===== src/rtl/fp16_pkg.sv =====
// Shared types and constants for the FP16 add/sub datapath.
// Provides field widths, the exponent ceiling, the bias and the packed
// records used between the normalizer stages and its outputs.
package fp16_pkg;

    localparam int EXP_W   = 5;
    localparam int FRAC_W  = 10;
    localparam int MANT_W  = FRAC_W + 2;
    localparam int LZC_W   = 4;
    localparam int EXP_MAX = 31;
    localparam int BIAS    = 15;

    // Result classification; at most one bit is ever set.
    typedef struct packed {
        logic ovf;
        logic unf;
        logic zero;
    } fp16_flags_t;

    // Normalized result as handed to the packer.
    typedef struct packed {
        logic                sign;
        logic [EXP_W-1:0]    exp;
        logic [FRAC_W-1:0]   frac;
        fp16_flags_t         flags;
    } fp16_norm_t;

endpackage


===== src/rtl/leading_zero_counter.sv =====
// Combinational leading-zero counter for the 11-bit hidden+fraction field.
// Ports:
//   din      - significand bits [10:0] (hidden bit at the top)
//   count    - number of leading zeros, 0..11 (11 when din is all zero)
//   all_zero - din is zero
module leading_zero_counter
    import fp16_pkg::*;
(
    input  logic [FRAC_W:0]   din,
    output logic [LZC_W-1:0]  count,
    output logic              all_zero
);

    // Scan upward so the most significant set bit is the last to update count.
    always_comb begin
        count    = 4'd11;
        all_zero = 1'b1;
        for (int i = 0; i <= FRAC_W; i++) begin
            if (din[i]) begin
                count    = 4'(FRAC_W - i);
                all_zero = 1'b0;
            end else begin
                count    = count;
                all_zero = all_zero;
            end
        end
    end

endmodule


===== src/rtl/fp16_normalizer.sv =====
// Post-add normalization stage of the FP16 adder/subtractor.
// Stage 1 registers the raw sum together with its leading-zero count,
// carry and zero indications; stage 2 registers the normalized
// sign/exponent/fraction and the ovf/unf/zero classification.
// Ports:
//   clk, reset                 - clock, synchronous active-high reset
//   in_valid/in_ready          - input handshake
//   in_sign, in_exp, in_mant   - adder sign, pre-normalization exponent,
//                                12-bit sum (carry, hidden, fraction)
//   out_valid/out_ready        - output handshake
//   out_sign, out_exp, out_frac- normalized result (hidden bit dropped)
//   out_ovf, out_unf, out_zero - overflow to Inf, subnormal, exact zero
module fp16_normalizer
    import fp16_pkg::*;
#(
    parameter int EXP_W  = fp16_pkg::EXP_W,
    parameter int FRAC_W = fp16_pkg::FRAC_W
) (
    input  logic                clk,
    input  logic                reset,
    input  logic                in_valid,
    output logic                in_ready,
    input  logic                in_sign,
    input  logic [EXP_W-1:0]    in_exp,
    input  logic [FRAC_W+1:0]   in_mant,
    output logic                out_valid,
    input  logic                out_ready,
    output logic                out_sign,
    output logic [EXP_W-1:0]    out_exp,
    output logic [FRAC_W-1:0]   out_frac,
    output logic                out_ovf,
    output logic                out_unf,
    output logic                out_zero
);

    localparam logic [EXP_W-1:0] EXP_TOP     = EXP_W'(EXP_MAX);
    localparam logic [EXP_W:0]   EXP_TOP_EXT = (EXP_W+1)'(EXP_MAX);
    localparam logic [EXP_W:0]   EXP_ONE_EXT = (EXP_W+1)'(1);

    // Handshake
    logic s2_adv_s;
    logic s1_adv_s;
    logic in_fire_s;

    // Stage 1 state
    logic                s1_valid_q, s1_valid_d;
    logic                s1_sign_q,  s1_sign_d;
    logic [EXP_W-1:0]    s1_exp_q,   s1_exp_d;
    logic [FRAC_W:0]     s1_mant_q,  s1_mant_d;
    logic [LZC_W-1:0]    s1_lzc_q,   s1_lzc_d;
    logic                s1_carry_q, s1_carry_d;
    logic                s1_zero_q,  s1_zero_d;

    // Stage 2 state
    logic                s2_valid_q, s2_valid_d;
    fp16_norm_t          s2_q,       s2_d;

    // Combinational helpers
    logic [LZC_W-1:0]    lzc_count_s;
    logic                lzc_zero_s;
    logic [EXP_W:0]      exp_ext_s;
    logic [EXP_W:0]      lzc_ext_s;
    logic [EXP_W:0]      exp_inc_s;
    logic                lzc_fits_s;
    logic [LZC_W-1:0]    shift_amt_s;
    logic [FRAC_W-1:0]   sh1_s, sh2_s, sh4_s, sh8_s;
    fp16_norm_t          norm_s;

    leading_zero_counter u_lzc (
        .din      (in_mant[FRAC_W:0]),
        .count    (lzc_count_s),
        .all_zero (lzc_zero_s)
    );

    // Pipeline advance: a stage may load when it is empty or its contents move on.
    always_comb begin
        s2_adv_s  = !s2_valid_q || out_ready;
        s1_adv_s  = !s1_valid_q || s2_adv_s;
        in_ready  = s1_adv_s && !reset;
        in_fire_s = in_valid && in_ready;
    end

    // Stage 1 next state: capture the raw sum and its leading-zero analysis.
    always_comb begin
        s1_valid_d = s1_valid_q;
        s1_sign_d  = s1_sign_q;
        s1_exp_d   = s1_exp_q;
        s1_mant_d  = s1_mant_q;
        s1_lzc_d   = s1_lzc_q;
        s1_carry_d = s1_carry_q;
        s1_zero_d  = s1_zero_q;
        if (s1_adv_s) begin
            s1_valid_d = in_fire_s;
            if (in_fire_s) begin
                s1_sign_d  = in_sign;
                s1_exp_d   = in_exp;
                s1_mant_d  = in_mant[FRAC_W:0];
                s1_lzc_d   = lzc_count_s;
                s1_carry_d = in_mant[FRAC_W+1];
                s1_zero_d  = lzc_zero_s && !in_mant[FRAC_W+1];
            end else begin
                s1_sign_d  = s1_sign_q;
            end
        end else begin
            s1_valid_d = s1_valid_q;
        end
    end

    // Exponent arithmetic is one bit wider so nothing wraps; pick the left-shift amount.
    always_comb begin
        exp_ext_s  = {1'b0, s1_exp_q};
        lzc_ext_s  = (EXP_W+1)'(s1_lzc_q);
        exp_inc_s  = exp_ext_s + EXP_ONE_EXT;
        lzc_fits_s = lzc_ext_s < exp_ext_s;
        if (lzc_fits_s) begin
            shift_amt_s = s1_lzc_q;
        end else if (exp_ext_s == '0) begin
            shift_amt_s = 4'd0;
        end else begin
            // Subnormals share the scale of exp=1; exp <= 11 here so the cast is lossless.
            shift_amt_s = LZC_W'(exp_ext_s - EXP_ONE_EXT);
        end
    end

    // Left shifter: 1/2/4/8 mux cascade with zero fill; bits above the fraction fall off.
    always_comb begin
        sh1_s = shift_amt_s[0] ? {s1_mant_q[FRAC_W-2:0], 1'b0}  : s1_mant_q[FRAC_W-1:0];
        sh2_s = shift_amt_s[1] ? {sh1_s[FRAC_W-3:0], 2'b00}     : sh1_s;
        sh4_s = shift_amt_s[2] ? {sh2_s[FRAC_W-5:0], 4'b0000}   : sh2_s;
        sh8_s = shift_amt_s[3] ? {sh4_s[FRAC_W-9:0], 8'h00}     : sh4_s;
    end

    // Normalization result in priority order: special, zero, carry, normal, subnormal.
    always_comb begin
        norm_s      = '0;
        norm_s.sign = s1_sign_q;
        if (s1_exp_q == EXP_TOP) begin
            norm_s.exp  = EXP_TOP;
            norm_s.frac = s1_mant_q[FRAC_W-1:0];
        end else if (s1_zero_q) begin
            norm_s.sign       = 1'b0;
            norm_s.flags.zero = 1'b1;
        end else if (s1_carry_q) begin
            if (exp_inc_s == EXP_TOP_EXT) begin
                norm_s.exp       = EXP_TOP;
                norm_s.flags.ovf = 1'b1;
            end else begin
                norm_s.exp  = exp_inc_s[EXP_W-1:0];
                // Carry out: drop one LSB, no rounding at this stage.
                norm_s.frac = s1_mant_q[FRAC_W:1];
            end
        end else if (lzc_fits_s) begin
            norm_s.exp  = EXP_W'(exp_ext_s - lzc_ext_s);
            norm_s.frac = sh8_s;
        end else begin
            norm_s.exp       = '0;
            norm_s.frac      = sh8_s;
            norm_s.flags.unf = 1'b1;
        end
    end

    // Stage 2 next state: load a fresh result only when stage 1 holds a beat.
    always_comb begin
        s2_valid_d = s2_valid_q;
        s2_d       = s2_q;
        if (s2_adv_s) begin
            s2_valid_d = s1_valid_q;
            if (s1_valid_q) begin
                s2_d = norm_s;
            end else begin
                s2_d = s2_q;
            end
        end else begin
            s2_valid_d = s2_valid_q;
        end
    end

    // Pipeline registers; reset discards anything in flight.
    always_ff @(posedge clk) begin
        if (reset) begin
            s1_valid_q <= 1'b0;
            s1_sign_q  <= 1'b0;
            s1_exp_q   <= '0;
            s1_mant_q  <= '0;
            s1_lzc_q   <= '0;
            s1_carry_q <= 1'b0;
            s1_zero_q  <= 1'b0;
            s2_valid_q <= 1'b0;
            s2_q       <= '0;
        end else begin
            s1_valid_q <= s1_valid_d;
            s1_sign_q  <= s1_sign_d;
            s1_exp_q   <= s1_exp_d;
            s1_mant_q  <= s1_mant_d;
            s1_lzc_q   <= s1_lzc_d;
            s1_carry_q <= s1_carry_d;
            s1_zero_q  <= s1_zero_d;
            s2_valid_q <= s2_valid_d;
            s2_q       <= s2_d;
        end
    end

    // Outputs come straight from the stage 2 registers.
    always_comb begin
        out_valid = s2_valid_q;
        out_sign  = s2_q.sign;
        out_exp   = s2_q.exp;
        out_frac  = s2_q.frac;
        out_ovf   = s2_q.flags.ovf;
        out_unf   = s2_q.flags.unf;
        out_zero  = s2_q.flags.zero;
    end

endmodule


===== config.mk =====
export PLATFORM = sky130hd
export DESIGN_NAME = fp16_normalizer
export DESIGN_NICKNAME = d
export VERILOG_FILES = /design/src/rtl/fp16_pkg.sv /design/src/rtl/leading_zero_counter.sv /design/src/rtl/fp16_normalizer.sv
export SDC_FILE = /design/constraint.sdc
export NUM_CORES = 1
export LEC_CHECK = 0
export ABC_AREA = 1
export CAP_MARGIN = 10
export CELL_PAD_IN_SITES_DETAIL_PLACEMENT = 1
export CELL_PAD_IN_SITES_GLOBAL_PLACEMENT = 1
export CORE_ASPECT_RATIO = 0.6
export CORE_MARGIN = 2
export CORE_UTILIZATION = 39
export CTS_CLUSTER_SIZE = 25
export DETAILED_ROUTE_END_ITERATION = 8
export PLACE_DENSITY_LB_ADDON = 0.2
export SYNTH_ARGS = -nofsm -noshare
export SYNTH_HDL_FRONTEND = slang
export SYNTH_HIERARCHICAL = 1
export SYNTH_SLANG_ARGS = --single-unit

===== constraint.sdc =====
create_clock -name clk -period 2.4 [get_ports clk]
set_input_delay 0.72 -clock clk [delete_from_list [all_inputs] [get_ports clk]]
set_output_delay 0.72 -clock clk [all_outputs]
set_load 0.03 [all_outputs]

# Word-level counts from Yosys, hierarchy flattened
# Index checks and enable logic that the tools add are counted.
[classes]
magnitude_cmp = 1
n_mux = 42
n_addsub = 3
n_eq_ne = 2
n_reduce_logical = 12
[ops]
columns = ["operator", "count"]
rows = [
  ["$mux W10", 5],
  ["$mux W15", 3],
  ["$mux W4", 10],
  ["$mux W1", 19],
  ["$mux W17", 1],
  ["$add A5 B1 Y6 const B", 1],
  ["$eq A6 B5 Y1 const B", 1],
  ["$eq A5 B5 Y1 const B", 1],
  ["$logic_not A5 Y1", 1],
  ["$lt A4 B5 Y1", 1],
  ["$mux W5", 1],
  ["$sub A5 B4 Y5", 1],
  ["$logic_not A1 Y1", 4],
  ["$mux W2", 2],
  ["$reduce_and A2 Y1", 2],
  ["$sub A4 B1 Y4 const B", 1],
  ["$logic_and A1 B1 Y1", 3],
  ["$mux W3", 1],
  ["$logic_or A1 B1 Y1", 2],
]
[word_totals]
in_bits = 22
out_inout_bits = 21
register_bits = 44

# Depth between registers and ports, before layout
[logic_depth]
ltp_word = 12
ltp_mapped = 18
mapped_depth_nobuf = 17

# By module
# Netlist, hierarchy kept.
[modules_own_cells]
columns = ["module", "instances", "seq_area_each_um2", "cells_per_inst", "area_per_inst_um2"]
rows = [
  ["fp16_normalizer", 1, 880.8, 383, 2695.1],
  ["leading_zero_counter", 1, 0.0, 31, 152.6],
]

# Worst setup path after synthesis
# Ideal clock, no wire load.
[synth_path]
kind = "flip-flop to flip-flop"
start = "reg s1_lzc_q[1]"
end = "reg s2_q, in the netlist out_frac[8]"
setup_time_ns = 0.066
path_stages_with_launch = 19
arrival_time_ns = 1.990
setup_slack_ns = 0.344
t_required_ns = 2.334
path_buffers = 1
path_cell_list = "dfxtp_1 -> inv_1 -> ha_1 -> nand2_1 -> inv_1 -> nand3_1 -> nand3_2 -> nand2_4 -> buf_12 -> nand2_8 -> nand2_1 -> nand2_2 -> nor2_4 -> nand2_2 -> nand2_1 -> nand3_1 -> nand2_1 -> nand2_1 -> a21oi_2"
[synth_between]
elab_chain_len = 10
[synth_lines]
columns = ["element", "line", "text"]
rows = [
  ["start, declared", "fp16_normalizer.sv:50", "logic [LZC_W-1:0] s1_lzc_q, s1_lzc_d;"],
  ["start signal, assigned", "fp16_normalizer.sv:195", "s1_lzc_q <= s1_lzc_d;"],
  ["$lt A4 B5 Y1", "fp16_normalizer.sv:114", "lzc_fits_s = lzc_ext_s < exp_ext_s;"],
  ["$mux W4 (*)", "fp16_normalizer.sv:115", "if (lzc_fits_s) begin"],
  ["$mux W10", "fp16_normalizer.sv:127", "sh1_s = shift_amt_s[0] ? {s1_mant_q[FRAC_W-2:0], 1'b0} : s1_mant_q[FRAC_W-1:0];"],
  ["$mux W10", "fp16_normalizer.sv:128", "sh2_s = shift_amt_s[1] ? {sh1_s[FRAC_W-3:0], 2'b00} : sh1_s;"],
  ["$mux W10", "fp16_normalizer.sv:129", "sh4_s = shift_amt_s[2] ? {sh2_s[FRAC_W-5:0], 4'b0000} : sh2_s;"],
  ["$mux W10 (*)", "fp16_normalizer.sv:130", "sh8_s = shift_amt_s[3] ? {sh4_s[FRAC_W-9:0], 8'h00} : sh4_s;"],
  ["$mux W15 (*)", "fp16_normalizer.sv:152", "end else if (lzc_fits_s) begin"],
  ["$mux W15 (*)", "fp16_normalizer.sv:143", "end else if (s1_carry_q) begin"],
  ["$mux W17 (*)", "fp16_normalizer.sv:140", "end else if (s1_zero_q) begin"],
  ["$mux W15 (*)", "fp16_normalizer.sv:137", "if (s1_exp_q == EXP_TOP) begin"],
  ["end signal, assigned", "fp16_normalizer.sv:189", "s2_q <= '0;"],
  ["end signal, assigned", "fp16_normalizer.sv:199", "s2_q <= s2_d;"],
  ["end, declared", "fp16_normalizer.sv:56", "fp16_norm_t s2_q, s2_d;"],
]
# Every way passes the cells marked *; elsewhere a longest branch is shown, timed or not.
# A chain may end at the register's enable or synchronous reset.

# Worst setup path after layout
[layout_path]
start = "in out_ready"
end = "out in_ready"
[layout_between]
elab_chain_len = 3
[layout_lines]
columns = ["element", "line", "text"]
rows = [
  ["start, declared", "fp16_normalizer.sv:27", "input logic out_ready,"],
  ["$logic_or A1 B1 Y1", "fp16_normalizer.sv:77", "s2_adv_s = !s2_valid_q || out_ready;"],
  ["$logic_or A1 B1 Y1", "fp16_normalizer.sv:78", "s1_adv_s = !s1_valid_q || s2_adv_s;"],
  ["$logic_and A1 B1 Y1", "fp16_normalizer.sv:79", "in_ready = s1_adv_s && !reset;"],
  ["end, declared", "fp16_normalizer.sv:22", "output logic in_ready,"],
]
# No other way between the ends.

==> impl_metrics.csv <==
group,metric,value,unit
timing,max_freq,427,MHz
critical_path,critPathRequiredTime,1680,ps
floorplanning,core_area,7180,um^2
route,ant_nets,0,
timing,setup_viol_count_final,0,
critical_path,crit_path_start_kind,"input port",
critical_path,crit_chain,"clkdlybuf4s50_1 > inv_1 > nand2_2 > nor2_1 > inv_1 > nand2_2 > inv_2 > buf_6",
power_and_ir_drop,powerDensity,793,nW/um^2
status,status,"completed",
worst_hold_path,hold_depth,2,
global_route,overflow,0,
worst_hold_path,hold_end,"s1_lzc_q[2]",
critical_path,crit_slowest_cell,"clkdlybuf4s50_1",
timing,maxSlewHeadroom,63.2,%
route,drt_first_pass_iters,5,
clock_tree,clk_latency,290,ps
clock_tree,clock_sinks,44,
timing,setup_slack,59.6,ps
global_route,grt_pass1_vias,3116,
final_layout,drive_above_1_share,18.7,%
clock_tree,tritoncts,"yes",
placement,dp_cells,558,
floorplanning,dieHeight,70.2,um
clock_tree,clk_pin_slew,60,ps
route,routed_wl,10600,um
critical_path,crit_buf_inv,5,
timing,fin_crit,2340,ps
power_and_ir_drop,ir_drop,287,uV
global_route,grt_pass1_wl,16700,um
critical_path,critPathMaxFanout,2,
floorplanning,row_count,24,
final_layout,layout_commonest_cell,"nand2_1",
route,drc,0,
final_layout,n_antenna_cell,0,
synthesis,syn_inst,414,
synthesis,syn_nets,446,
critical_path,cpLargestDelayFamily,"buffers and inverters",
critical_path,r2r_slack,90,ps
clock_tree,cts_inserted_buffers,5,
timing,hold_viol_final,0,
global_route,antenna_found_initial,0,
final_layout,layout.nets,513,
clock_tree,hold_buffers,0,
clock_tree,cts.root.buffer_cell,"clkbuf_16",
route,drtIter0Drc,205,
timing,period_share,97.5,%
clock_tree,cts_max_path_buffers,2,
clock_tree,cts-htree-levels,2,
timing,skew,7.25,ps
floorplanning,ioPinCount,43,
final_layout,multi_input_area,1750,um^2
power_and_ir_drop,power_leakage,1.68,nW
critical_path,critical-path-max-stage-delay,450,ps
synthesis,yosys.cell_types.count,33,
critical_path,r2r_cells,15,
critical_path,r2r-start,"s1_lzc_q[1]",
critical_path,critical_path_class,"in -> out",
critical_path,path_depth,8,
synthesis,synth_ff_type,"dfxtp_1",
synthesis,netlist_area,2850,um^2
floorplanning,dieArea,8020,um^2
route,vias,3184,
placement,gp_congestion,0.991,
global_route,grt_use_total,26.8,%
final_layout,area_delta_synth_final,35.4,%
route,wl_per_cell,18.6,um
final_layout,finalNonFillerCells,573,
synthesis,synth_edf_count,0,
timing,tightest_slew,552,ps
final_layout,regArea,882,um^2
synthesis,synth_seq_cells,44,
worst_hold_path,min_from,"s1_lzc_q[2]",
route,vias_per_cell,5.56,
final_layout,final_cell_mix,"nand2_1 (59), a21oi_1 (49), inv_1 (46), o21ai_0 (46), dfxtp_1 (43)",
synthesis,syn_area_per_cell,6.88,um^2
flow_run,drv_cap,0,
critical_path,crit_arrival,1620,ps
placement,port-buffer-count,42,
global_route,grt_start_max_net_pins,39,
critical_path,worst_r2r_endpoint,"out_frac[3]",
floorplanning,fp.dieW,114,um
final_layout,fill_cells,937,
timing,rsz0062_at_grt,"true",
timing,finalMaxSlewViolations,0,
placement,hpwl,7690,um
critical_path,worst_setup_path_end_kind,"output pin",
placement,place_ws,-14.4,ps
worst_hold_path,hp-class,"reg -> reg",
synthesis,yosysWarnings,6,
floorplanning,start_util,39.7,%
synthesis,seq_area_frac_synth,30.9,%
synthesis,async_flop_share,0,%
Yosys cell counts (6+ instances only):
cell type | instances | area, um^2
a21oi_1 | 50 | 250
clkbuf_1 | 14 | 52.6
dfxtp_1 | 44 | 881
ha_1 | 9 | 113
inv_1 | 48 | 180
nand2_1 | 64 | 240
nand3_1 | 42 | 210
nand3_2 | 8 | 80.1
nor2_1 | 22 | 82.6
nor3_1 | 12 | 60.1
o211ai_1 | 6 | 45.0
o21ai_0 | 46 | 230
o21ai_1 | 8 | 40.0
flip-flops by register name (all words and copies together) (netlist names):
name and cells:
out_zero 1, s1_lzc_q 4, s1_zero_q 1, out_valid 1
out_ovf 1, out_exp 5, s1_sign_q 1, out_frac 10
s1_carry_q 1, out_unf 1, s1_mant_q 11, s1_valid_q 1
s1_exp_q 5, out_sign 1
kinds of logic (layout without fill, tap and decap cells):
family                   after synthesis  after routing  synth area share (%)
buffers and inverters                 70            137                  10.0
XOR/XNOR                               4              4                  1.23
flip-flops                            44             44                  30.9
adder cells (fa/ha/maj)               10             10                  4.66
AND/OR/NAND/NOR                      163            163                  29.3
AO/OA/AOI/OAI                        123            124                  23.9
worst reg2reg max path, cell delays in order (launching register included):
cell and delay (ps):
dfxtp_1 360, inv_1 90, ha_1 280, nand2_1 60
inv_2 70, nand3_1 90, nand3_2 110, nand2_4 90
buf_4 150, o21ai_4 180, inv_2 80, nor2_4 220
o211ai_1 140, nand2_1 100, o21ai_1 90, a21oi_2 130
routing by layer:
| layer | wire length, um | share of wire (%) | track usage, % |
|---|---|---|---|
| met1 | 5170 | 49 | 40.7 |
| met5 | 0 | 0 | 0 |
| met4 | 125 | 1.2 | 4.47 |
| met2 | 4340 | 41 | 38.4 |
| met3 | 995 | 9.4 | 6.86 |
through the flow:
stage	total power [mW]	cell area [um^2]	utilization, %	hold slack (ps)	TNS, ps
6_report	3.06	3860	53.7	482	0
5_1_grt	3.21	3860	53.7	521	-137
4_1_cts	2.93	3740	52.1	482	0
3_5_place_dp	1.91	3520	49.0	472	-14.4
3_3_place_gp	1.88	3520	49.0	460	0
2_1_floorplan	1.54	2850	-	429	0
final cells by class:
type / instances / area share, %
Tap cell: 91 / 2.95
Clock inverter: 3 / 2.34
Inverter: 52 / 5.06
Sequential cell: 44 / 22.9
Clock buffer: 5 / 3.24
Timing Repair Buffer: 77 / 18.2
Multi-Input combinational cell: 301 / 45.4
power by group:
part | leakage, nW | switching (mW) | internal (mW)
logic | 1.22 | 0.748 | 0.477
clock network | 0.104 | 0.304 | 0.702
registers | 0.363 | 0.0454 | 0.784
total | 1.68 | 1.10 | 1.96
worst max-delay path by stage:
stage	start	end	slack [ps]
after detailed placement	out_ready	s1_lzc_q[2]	-10
final	out_ready	in_ready	60
after CTS	out_ready	in_ready	7
after global routing	s1_lzc_q[1]	out_frac[8]	-50
after floorplan	s1_lzc_q[1]	out_frac[8]	340
after global placement	out_ready	s1_lzc_q[2]	10
repair_timing:
item	CTS	global route
setup buffers	0	6
hold endpoints to repair	0	0
gates cloned	0	1
gates resized for setup	1	16
endpoints found under the setup margin	3	13
pin swaps	0	6
Power figures use the tool's default switching activity.
